[config.mk]
export PLATFORM = sky130hd
export DESIGN_NAME = regfile_sync_flat
export DESIGN_NICKNAME = d
export VERILOG_FILES = /design/src/rtl/regfile_pkg.sv /design/src/rtl/regfile_sync_if.sv /design/src/rtl/regfile_init_fsm.sv /design/src/rtl/regfile_sync.sv /design/src/flat_wrapper.sv
export SDC_FILE = /design/constraint.sdc
export NUM_CORES = 1
export LEC_CHECK = 0
export ABC_AREA = 0
export CORE_MARGIN = 1
export CORE_UTILIZATION = 50
export CTS_BUF_LIST = sky130_fd_sc_hd__clkbuf_16
export DETAILED_ROUTE_END_ITERATION = 8
export PLACE_DENSITY = 0.81
export SYNTH_ARGS = -nofsm -noshare
export SYNTH_HDL_FRONTEND = slang
export SYNTH_SLANG_ARGS = --single-unit
[constraint.sdc]
create_clock -name clk_pi -period 5 [get_ports clk_pi]
set_clock_uncertainty 0.2 [all_clocks]
set_input_delay 0.75 -clock clk_pi [delete_from_list [all_inputs] [get_ports clk_pi]]
set_output_delay 0.75 -clock clk_pi [all_outputs]
set_load 0.01 [all_outputs]
[src/rtl/regfile_pkg.sv]
// regfile_pkg: shared state encoding and default sizing for the regfile_sync slice.
package regfile_pkg;

  typedef enum logic {
    INIT = 1'b0,
    RUN  = 1'b1
  } state_e;

  localparam int REGFILE_NUM_REG = 8;
  localparam int REGFILE_DATA_W  = 16;

endpackage

[src/rtl/regfile_sync_if.sv]
// regfile_sync_if: decode/ALU-facing bus of the register file.
// master = decode/ALU side driving indices, write data and flag updates;
// slave  = the register file returning operands, flags and status.
interface regfile_sync_if
  import regfile_pkg::*;
#(
  parameter int  NUM_REG = REGFILE_NUM_REG,
  parameter int  DATA_W  = REGFILE_DATA_W,
  localparam int ADDR_W  = $clog2(NUM_REG)
);

  logic [ADDR_W-1:0] source_reg1_pi;
  logic [ADDR_W-1:0] source_reg2_pi;
  logic              wr_en_pi;
  logic [ADDR_W-1:0] wr_reg_pi;
  logic [DATA_W-1:0] wr_data_pi;
  logic              carry_we_pi;
  logic              new_carry_pi;
  logic              borrow_we_pi;
  logic              new_borrow_pi;
  logic [DATA_W-1:0] reg1_data_po;
  logic [DATA_W-1:0] reg2_data_po;
  logic              current_carry_po;
  logic              current_borrow_po;
  logic              ready_po;
  logic              wr_dropped_po;

  modport master (
    output source_reg1_pi, source_reg2_pi,
    output wr_en_pi, wr_reg_pi, wr_data_pi,
    output carry_we_pi, new_carry_pi, borrow_we_pi, new_borrow_pi,
    input  reg1_data_po, reg2_data_po,
    input  current_carry_po, current_borrow_po,
    input  ready_po, wr_dropped_po
  );

  modport slave (
    input  source_reg1_pi, source_reg2_pi,
    input  wr_en_pi, wr_reg_pi, wr_data_pi,
    input  carry_we_pi, new_carry_pi, borrow_we_pi, new_borrow_pi,
    output reg1_data_po, reg2_data_po,
    output current_carry_po, current_borrow_po,
    output ready_po, wr_dropped_po
  );

endinterface

[src/rtl/regfile_init_fsm.sv]
// regfile_init_fsm: post-reset sequencer that walks every register index once,
// asking the top level to write the init value, then parks in RUN and raises ready.
// RUN is left only through reset.
module regfile_init_fsm
  import regfile_pkg::*;
#(
  parameter int  NUM_REG = REGFILE_NUM_REG,
  localparam int ADDR_W  = $clog2(NUM_REG)
) (
  input  logic              i_clk,
  input  logic              i_rst_n,
  output logic              o_init_we,
  output logic [ADDR_W-1:0] o_init_addr,
  output logic              o_ready
);

  localparam logic [ADDR_W-1:0] LAST_IDX = ADDR_W'(NUM_REG - 1);

  state_e            r_state;
  state_e            w_stateNext;
  logic [ADDR_W-1:0] r_idx;
  logic [ADDR_W-1:0] w_idxNext;
  logic              r_ready;
  logic              w_readyNext;

  // State, index and ready registers; reset restarts the clear from index 0
  always_ff @(posedge i_clk) begin
    if (!i_rst_n) begin
      r_state <= INIT;
      r_idx   <= '0;
      r_ready <= 1'b0;
    end else begin
      r_state <= w_stateNext;
      r_idx   <= w_idxNext;
      r_ready <= w_readyNext;
    end
  end

  // One init write per clock; the write to the last index also hands over to RUN
  always_comb begin
    w_stateNext = r_state;
    w_idxNext   = r_idx;
    w_readyNext = r_ready;
    o_init_we   = 1'b0;
    o_init_addr = r_idx;
    case (r_state)
      INIT: begin
        o_init_we = i_rst_n;
        if (r_idx == LAST_IDX) begin
          w_stateNext = RUN;
          w_readyNext = 1'b1;
        end else begin
          w_idxNext = r_idx + 1'b1;
        end
      end
      RUN: begin
        w_stateNext = RUN;
        w_readyNext = 1'b1;
      end
      default: begin
        w_stateNext = INIT;
        w_idxNext   = '0;
        w_readyNext = 1'b0;
      end
    endcase
  end

  assign o_ready = r_ready;

endmodule

[src/rtl/regfile_sync.sv]
// regfile_sync: architectural register file with two combinational read ports,
// one synchronous write port, writable carry/borrow flags and a post-reset
// hardware clear. Optional macro REGFILE_BYPASS_EN forwards same-cycle legal
// writes (data and flags) straight to the read outputs.
module regfile_sync
  import regfile_pkg::*;
#(
  parameter int                NUM_REG    = REGFILE_NUM_REG,
  parameter int                DATA_W     = REGFILE_DATA_W,
  parameter logic [DATA_W-1:0] INIT_VALUE = '0,
  parameter bit                ZERO_REG0  = 1'b0,
  localparam int               ADDR_W     = $clog2(NUM_REG)
) (
  input  logic          clk_pi,
  input  logic          rst_n_pi,
  regfile_sync_if.slave bus
);

  logic [DATA_W-1:0] r_regs [NUM_REG];
  logic              r_carry;
  logic              r_borrow;
  logic              r_wrDropped;

  logic              w_ready;
  logic              w_initWe;
  logic [ADDR_W-1:0] w_initAddr;
  logic              w_wrLegal;
  logic              w_userWe;
  logic              w_dropNext;
  logic              w_arrayWe;
  logic [ADDR_W-1:0] w_arrayAddr;
  logic [DATA_W-1:0] w_arrayData;

  regfile_init_fsm #(
    .NUM_REG(NUM_REG)
  ) u_initFsm (
    .i_clk      (clk_pi),
    .i_rst_n    (rst_n_pi),
    .o_init_we  (w_initWe),
    .o_init_addr(w_initAddr),
    .o_ready    (w_ready)
  );

  // Qualify the user write: out-of-range or hard-zero targets are discarded
  always_comb begin
    w_wrLegal  = (int'(bus.wr_reg_pi) < NUM_REG) &&
                 !(ZERO_REG0 && (bus.wr_reg_pi == '0));
    w_userWe   = rst_n_pi && w_ready && bus.wr_en_pi && w_wrLegal;
    w_dropNext = rst_n_pi && bus.wr_en_pi && !(w_ready && w_wrLegal);
  end

  // Single array write port shared by the init sequencer and the user
  always_comb begin
    w_arrayWe   = w_initWe || w_userWe;
    w_arrayAddr = bus.wr_reg_pi;
    w_arrayData = bus.wr_data_pi;
    if (w_initWe) begin
      w_arrayAddr = w_initAddr;
      w_arrayData = INIT_VALUE;
    end
  end

  // Register storage has no reset; the init sequencer clears it instead
  always_ff @(posedge clk_pi) begin
    if (w_arrayWe) begin
      r_regs[w_arrayAddr] <= w_arrayData;
    end
  end

  // Flags clear on reset and accept independent updates only once running
  always_ff @(posedge clk_pi) begin
    if (!rst_n_pi) begin
      r_carry  <= 1'b0;
      r_borrow <= 1'b0;
    end else if (w_ready) begin
      if (bus.carry_we_pi) begin
        r_carry <= bus.new_carry_pi;
      end
      if (bus.borrow_we_pi) begin
        r_borrow <= bus.new_borrow_pi;
      end
    end
  end

  // One-cycle pulse for any write request that was thrown away
  always_ff @(posedge clk_pi) begin
    if (!rst_n_pi) begin
      r_wrDropped <= 1'b0;
    end else begin
      r_wrDropped <= w_dropNext;
    end
  end

  function automatic logic [DATA_W-1:0] readPort(input logic [ADDR_W-1:0] idx);
    logic [DATA_W-1:0] value;
    value = '0;
    if (w_ready && (int'(idx) < NUM_REG) && !(ZERO_REG0 && (idx == '0))) begin
      value = r_regs[idx];
`ifdef REGFILE_BYPASS_EN
      if (w_userWe && (idx == bus.wr_reg_pi)) begin
        value = bus.wr_data_pi;
      end
`endif
    end
    return value;
  endfunction

  // Combinational operand and flag outputs, all forced to 0 until the clear is done
  always_comb begin
    bus.reg1_data_po      = readPort(bus.source_reg1_pi);
    bus.reg2_data_po      = readPort(bus.source_reg2_pi);
    bus.current_carry_po  = w_ready && r_carry;
    bus.current_borrow_po = w_ready && r_borrow;
`ifdef REGFILE_BYPASS_EN
    if (w_ready && bus.carry_we_pi) begin
      bus.current_carry_po = bus.new_carry_pi;
    end
    if (w_ready && bus.borrow_we_pi) begin
      bus.current_borrow_po = bus.new_borrow_pi;
    end
`endif
    bus.ready_po      = w_ready;
    bus.wr_dropped_po = r_wrDropped;
  end

endmodule

[src/flat_wrapper.sv]
// flat-port wrapper written by rule: the top's interface ports become plain ports
module regfile_sync_flat import regfile_pkg::*;
#(
  parameter int                NUM_REG    = REGFILE_NUM_REG,
  parameter int                DATA_W     = REGFILE_DATA_W,
  parameter logic [DATA_W-1:0] INIT_VALUE = '0,
  parameter bit                ZERO_REG0  = 1'b0,
  localparam int               ADDR_W     = $clog2(NUM_REG)
)
  (clk_pi, rst_n_pi, bus_source_reg1_pi, bus_source_reg2_pi, bus_wr_en_pi, bus_wr_reg_pi, bus_wr_data_pi, bus_carry_we_pi, bus_new_carry_pi, bus_borrow_we_pi, bus_new_borrow_pi, bus_reg1_data_po, bus_reg2_data_po, bus_current_carry_po, bus_current_borrow_po, bus_ready_po, bus_wr_dropped_po);
  regfile_sync_if #(.NUM_REG(NUM_REG), .DATA_W(DATA_W)) bus_i ();
  input  logic clk_pi;
  input  logic rst_n_pi;
  input wire logic [$bits(bus_i.source_reg1_pi)-1:0] bus_source_reg1_pi;
  input wire logic [$bits(bus_i.source_reg2_pi)-1:0] bus_source_reg2_pi;
  input wire logic [$bits(bus_i.wr_en_pi)-1:0] bus_wr_en_pi;
  input wire logic [$bits(bus_i.wr_reg_pi)-1:0] bus_wr_reg_pi;
  input wire logic [$bits(bus_i.wr_data_pi)-1:0] bus_wr_data_pi;
  input wire logic [$bits(bus_i.carry_we_pi)-1:0] bus_carry_we_pi;
  input wire logic [$bits(bus_i.new_carry_pi)-1:0] bus_new_carry_pi;
  input wire logic [$bits(bus_i.borrow_we_pi)-1:0] bus_borrow_we_pi;
  input wire logic [$bits(bus_i.new_borrow_pi)-1:0] bus_new_borrow_pi;
  output wire logic [$bits(bus_i.reg1_data_po)-1:0] bus_reg1_data_po;
  output wire logic [$bits(bus_i.reg2_data_po)-1:0] bus_reg2_data_po;
  output wire logic [$bits(bus_i.current_carry_po)-1:0] bus_current_carry_po;
  output wire logic [$bits(bus_i.current_borrow_po)-1:0] bus_current_borrow_po;
  output wire logic [$bits(bus_i.ready_po)-1:0] bus_ready_po;
  output wire logic [$bits(bus_i.wr_dropped_po)-1:0] bus_wr_dropped_po;
  assign bus_i.source_reg1_pi = bus_source_reg1_pi;
  assign bus_i.source_reg2_pi = bus_source_reg2_pi;
  assign bus_i.wr_en_pi = bus_wr_en_pi;
  assign bus_i.wr_reg_pi = bus_wr_reg_pi;
  assign bus_i.wr_data_pi = bus_wr_data_pi;
  assign bus_i.carry_we_pi = bus_carry_we_pi;
  assign bus_i.new_carry_pi = bus_new_carry_pi;
  assign bus_i.borrow_we_pi = bus_borrow_we_pi;
  assign bus_i.new_borrow_pi = bus_new_borrow_pi;
  assign bus_reg1_data_po = bus_i.reg1_data_po;
  assign bus_reg2_data_po = bus_i.reg2_data_po;
  assign bus_current_carry_po = bus_i.current_carry_po;
  assign bus_current_borrow_po = bus_i.current_borrow_po;
  assign bus_ready_po = bus_i.ready_po;
  assign bus_wr_dropped_po = bus_i.wr_dropped_po;
  regfile_sync #(.NUM_REG(NUM_REG), .DATA_W(DATA_W), .INIT_VALUE(INIT_VALUE), .ZERO_REG0(ZERO_REG0)) u_core (.clk_pi(clk_pi), .rst_n_pi(rst_n_pi), .bus(bus_i));
endmodule
======== After elaboration in Yosys (flattened, before gate mapping) ========
Memories as Yosys holds them, arrays and structs flattened.
Index checks and enable logic that the tools add are counted.
word-level totals
  input bits .............................. 32
  word-level logic and storage cells ...... 34
  flip-flop bits (word level) ............. 8
  output and inout port bits .............. 36
  RAM bits ................................ 128
  memories ................................ 1
cells by class
  bitwise logic cells ..................... 2
  eq/ne operators ......................... 2
  add/subtract/negate cells ............... 1
  reductions and logical operators ........ 11
  muxes and demuxes ....................... 11
memory list
  memory         words  width  read ports  clocked after memory_dff  wr ports  RTL line            text
  u_core.r_regs  8      16     2           0                         1         regfile_sync.sv:19  logic [DATA_W-1:0] r_regs [NUM_REG];
operators by type and width
  kind                 count
  $mux 16              3
  $logic_and 1x1->1    6
  $reduce_and 2->1     3
  $mux 1               5
  $pmux 1 s2           2
  $add 3x1->3 const B  1
  $eq 3x3->1 const B   1
  $mux 3               1
  $ne 2x2->1 const B   1
  $not 1->1            2
  $logic_not 1->1      1
  $logic_or 1x1->1     1

======== Logic depth before layout (Yosys ltp) ========
  depth in word-level cells ............... 5
  depth in mapped cells ................... 5
  depth with buffers taken out ............ 5

======== Cells and area by module ========
A second synthesis with hierarchy kept.
second synthesis, totals
  cell total of the unflattened synthesis .. 427
  area, all modules ....................... 6740.2 µm²
by module, submodules not included
  module            sequential area each (µm²)  area an instance (µm²)  cells each  instances
  regfile_sync      3903.7                      6521.3                  407         1
  regfile_init_fsm  100.1                       219.0                   20          1

======== Least setup slack after synthesis ========
No wires, ideal clock.
  kind .................................... input to output
  from .................................... input bus_source_reg1_pi[1]
  to ...................................... output bus_reg1_data_po[0]
  required time ........................... 4.050 ns
  arrival ................................. 1.660 ns
  stages on the path ...................... 5
  buffers on the path ..................... 2
  slack ................................... 2.390 ns
  cell sequence ........................... buf_6 > buf_12 > mux4_2 > inv_1 > a221oi_2
between the ends
  longest elaborated chain between the ends .. 2
ends and longest elaborated chain
  element             RTL line            text
  start: declaration  flat_wrapper.sv:14  input wire logic [$bits(bus_i.source_reg1_pi)-1:0] bus_source_reg1_pi;
  $mem_v2 8x16        -
  $mux 16             regfile_sync.sv:97  if (w_ready && (int'(idx) < NUM_REG) && !(ZERO_REG0 && (idx == '0))) begin
  end: declaration    flat_wrapper.sv:23  output wire logic [$bits(bus_i.reg1_data_po)-1:0] bus_reg1_data_po;
No other way between the ends.

======== Worst setup path after layout ========
  from .................................... input bus_source_reg1_pi[1]
  to ...................................... output bus_reg1_data_po[15]
Same word-level chain as after synthesis.

==> results.json <==
{
  "outcome": "finished, final reports clean",
  "crit_top_cell": "clkdlybuf4s50_1",
  "max_slew.worst_pin.slew_ns": 1.23,
  "hold_viol_final": 0,
  "required_ns": 4.05,
  "dieArea_sq_um": 14000,
  "synth_nets": 462,
  "grt_max_degree": 33,
  "drive_above_1_share_pct": 24.1,
  "ant_nets": 0,
  "slew_headroom_pct": 18.2,
  "syn_area_sq_um": 6780,
  "start_util_pct": 51.2,
  "worstPathMaxFanout": 16,
  "cpMaxStageDelayCell": "nor2_2",
  "viasPerCell": 6.12,
  "criticalPathCategory": "input port to output port",
  "vias": 4226,
  "tns_ns": 0,
  "wire_per_inst_um": 22.7,
  "portBuffers": 67,
  "clockBufferDepth": 2,
  "cts_resized": 0,
  "seq_power_share_pct": 47.5,
  "internal_power_mw": 2.16,
  "ys_types": 32,
  "clk_latency_ns": 0.42,
  "dieHeight_um": 118,
  "netSwitchingFraction_pct": 21.6,
  "startpoint": "bus_source_reg1_pi[1]",
  "post-route-min-period_ns": 4.21,
  "cp_top_family": "buffers and inverters",
  "fin_nets": 536,
  "num_antenna_cells": 0,
  "synth.most_common_cell": "edfxtp_1",
  "hold_class": "register to register",
  "r2r_start": "u_core.u_initFsm.o_ready$_SDFFE_PN0N_",
  "setup_viol": 0,
  "yosysWarnings": 0,
  "timing.hold.ws_ns": 0.271,
  "cts_tree": "done",
  "cp_data_arrival_time_ns": 3.26,
  "drtIter0Drc": 439,
  "area_delta_synth_final_pct": 20.1,
  "synthCells": 428,
  "synth_area_leader_cell": "edfxtp_1",
  "power_frac_clock_pct": 43.9,
  "synth-seq-cells": 136,
  "postCtsSetupBuffers": 0,
  "gr-total-overflow": 0,
  "synth_edf_count": 128,
  "ir_drop_mv": 0.241,
  "die_w_um": 118,
  "path_clk_slew_ns": 0.05,
  "grt_use_total_pct": 23.8,
  "synth_top_area_share_pct": 56.7,
  "synthFlopType": "edfxtp_1",
  "p_sw_mw": 0.594,
  "ios": 68,
  "cap_violations": 0,
  "fillCellCount": 965,
  "antenna_found_initial": 0,
  "row_count": 42,
  "p_comb_share_pct": 8.6,
  "hpwlAfterDp_mm": 9.76,
  "drc": 0,
  "rsz0062_at_grt": "no",
  "fp.coreArea_sq_um": 13200,
  "period_share_pct": 84.3,
  "maxSlewViolCount": 0,
  "critPathMaxStageDelay_ns": 0.98,
  "ys_top_cells_by_count": "edfxtp_1 (128), o21ai_0 (36), inv_1 (34)",
  "hp-start": "u_core.r_carry$_SDFFE_PN0P_",
  "fmax_ghz": 0.237,
  "synthArstFlopShare_pct": 0,
  "cts_made_buffers": 17,
  "synth.top_cells.by_area": "edfxtp_1 (57%), mux4_2 (7.3%), mux2_2 (5.3%)",
  "clock-sinks": 136,
  "grt_pass1_vias": 4436,
  "worstPathCellList": "clkdlybuf4s50_1, nor2_2, a221oi_1, clkdlybuf4s50_1",
  "end_kind": "output port",
  "ys_seq_area_share_pct": 59.1,
  "grt_pass1_wl_mm": 24.4,
  "place.gp.congestion": 0.802,
  "root_buffer": "clkbuf_16",
  "drt_pass1_iterations": 5,
  "p_leak_nw": 2.91,
  "p_per_area_nw_per_um2": 338,
  "cts-hold-fix-buffers": 0,
  "h-tree-depth": 4,
  "crit_buf_inv": 2,
  "syn_avg_cell_area_sq_um": 15.8,
  "startpoint_type": "input port",
  "wirelength_mm": 15.7
}
==> metrics by stage <==
step           total power, mW  utilization, %  cell area (sq um)  std cells  setup WS (ns)
3_3_place_gp              1.55            57.2               7570        659          0.809
5_1_grt                   2.83            61.5               8140        691          0.730
6_report                  2.75            61.5               8140        691          0.787
2_1_floorplan             1.48               -               6780        428           2.39
4_1_cts                   2.76            61.5               8140        691          0.830
3_5_place_dp              1.56            57.2               7570        659          0.844
==> logic make-up after synthesis <==
group | Yosys count | synth area share [%]
flip-flops | 136 | 59.1
adder cells (fa/ha/maj) | 2 | 0.369
multiplexers | 96 | 21.2
AND/OR/NAND/NOR | 52 | 4.47
buffers and inverters | 64 | 5.19
AO/OA/AOI/OAI | 77 | 9.58
XOR/XNOR | 1 | 0.129
==> cell type report <==
| class | count | area [sq um] | share of cell area (%) |
|---|---|---|---|
| clock inverters | 15 | 145 | 1.78 |
| well taps | 176 | 220 | 2.70 |
| multi-input cells | 228 | 2420 | 29.8 |
| repair buffers | 85 | 796 | 9.77 |
| clock buffers | 17 | 425 | 5.22 |
| flip-flops and latches | 136 | 4000 | 49.2 |
| inverters | 34 | 128 | 1.57 |
==> sequential cells by signal, indices dropped and copies added (netlist names) <==
| register | flops |
|---|---|
| u_core.r_borrow | 1 |
| u_core.r_regs | 128 |
| u_core.u_initFsm.o_init_addr | 3 |
| u_core.r_carry | 1 |
| u_core.u_initFsm.o_ready | 1 |
| u_core.bus.wr_dropped_po | 1 |
| u_core.u_initFsm.r_state | 1 |
==> power groups by stage <==
stage	combinational, mW	clock [mW]	sequential (mW)
finish	0.237	1.21	1.31
global placement	0.228	0	1.32
global route	0.253	1.27	1.31
CTS	0.237	1.22	1.30
detailed placement	0.235	0	1.33
floorplan	0.160	0	1.32
==> cells in the final DEF (no fill, tap or decap), types with 10 or more instances in the layout <==
master	Yosys	layout
mux2i_1	32	32
a221oi_2	20	20
buf_4	8	18
nor2_1	11	11
mux4_1	10	10
mux2_2	32	32
mux4_2	22	22
a221oi_1	12	12
clkdlybuf4s50_1	0	65
edfxtp_1	128	128
and2_1	19	19
inv_1	34	38
clkbuf_16	0	17
o21ai_0	36	36
==> final timing paths <==
kind                                                      end  slack [ns]  cells past startpoint
worst max-delay path                     bus_reg1_data_po[15]        0.79                      4
worst min-delay path              u_core.r_carry$_SDFFE_PN0P_        0.27                      2
worst max register to register  u_core.r_regs[2][7]$_DFFE_PP_        2.45                      4
worst min register to register    u_core.r_carry$_SDFFE_PN0P_        0.27                      2
==> per-layer routing <==
metal / track usage, % / share of wire, % / vias up
li1: - / - / 1850
met1: 30.0 / 39 / 2076
met2: 38.4 / 49 / 253
met3: 6.66 / 8.4 / 47
met4: 10.9 / 3.3 / 0
met5: 0 / 0 / -
==> worst reg2reg max path, cell delays in order, from the launching register on <==
cell and delay, ns:
dfxtp_1 1.05, and4b_1 0.31, o21ai_0 0.16, nor2_1 0.18, buf_4 0.33
Power figures use the tool's default switching activity.
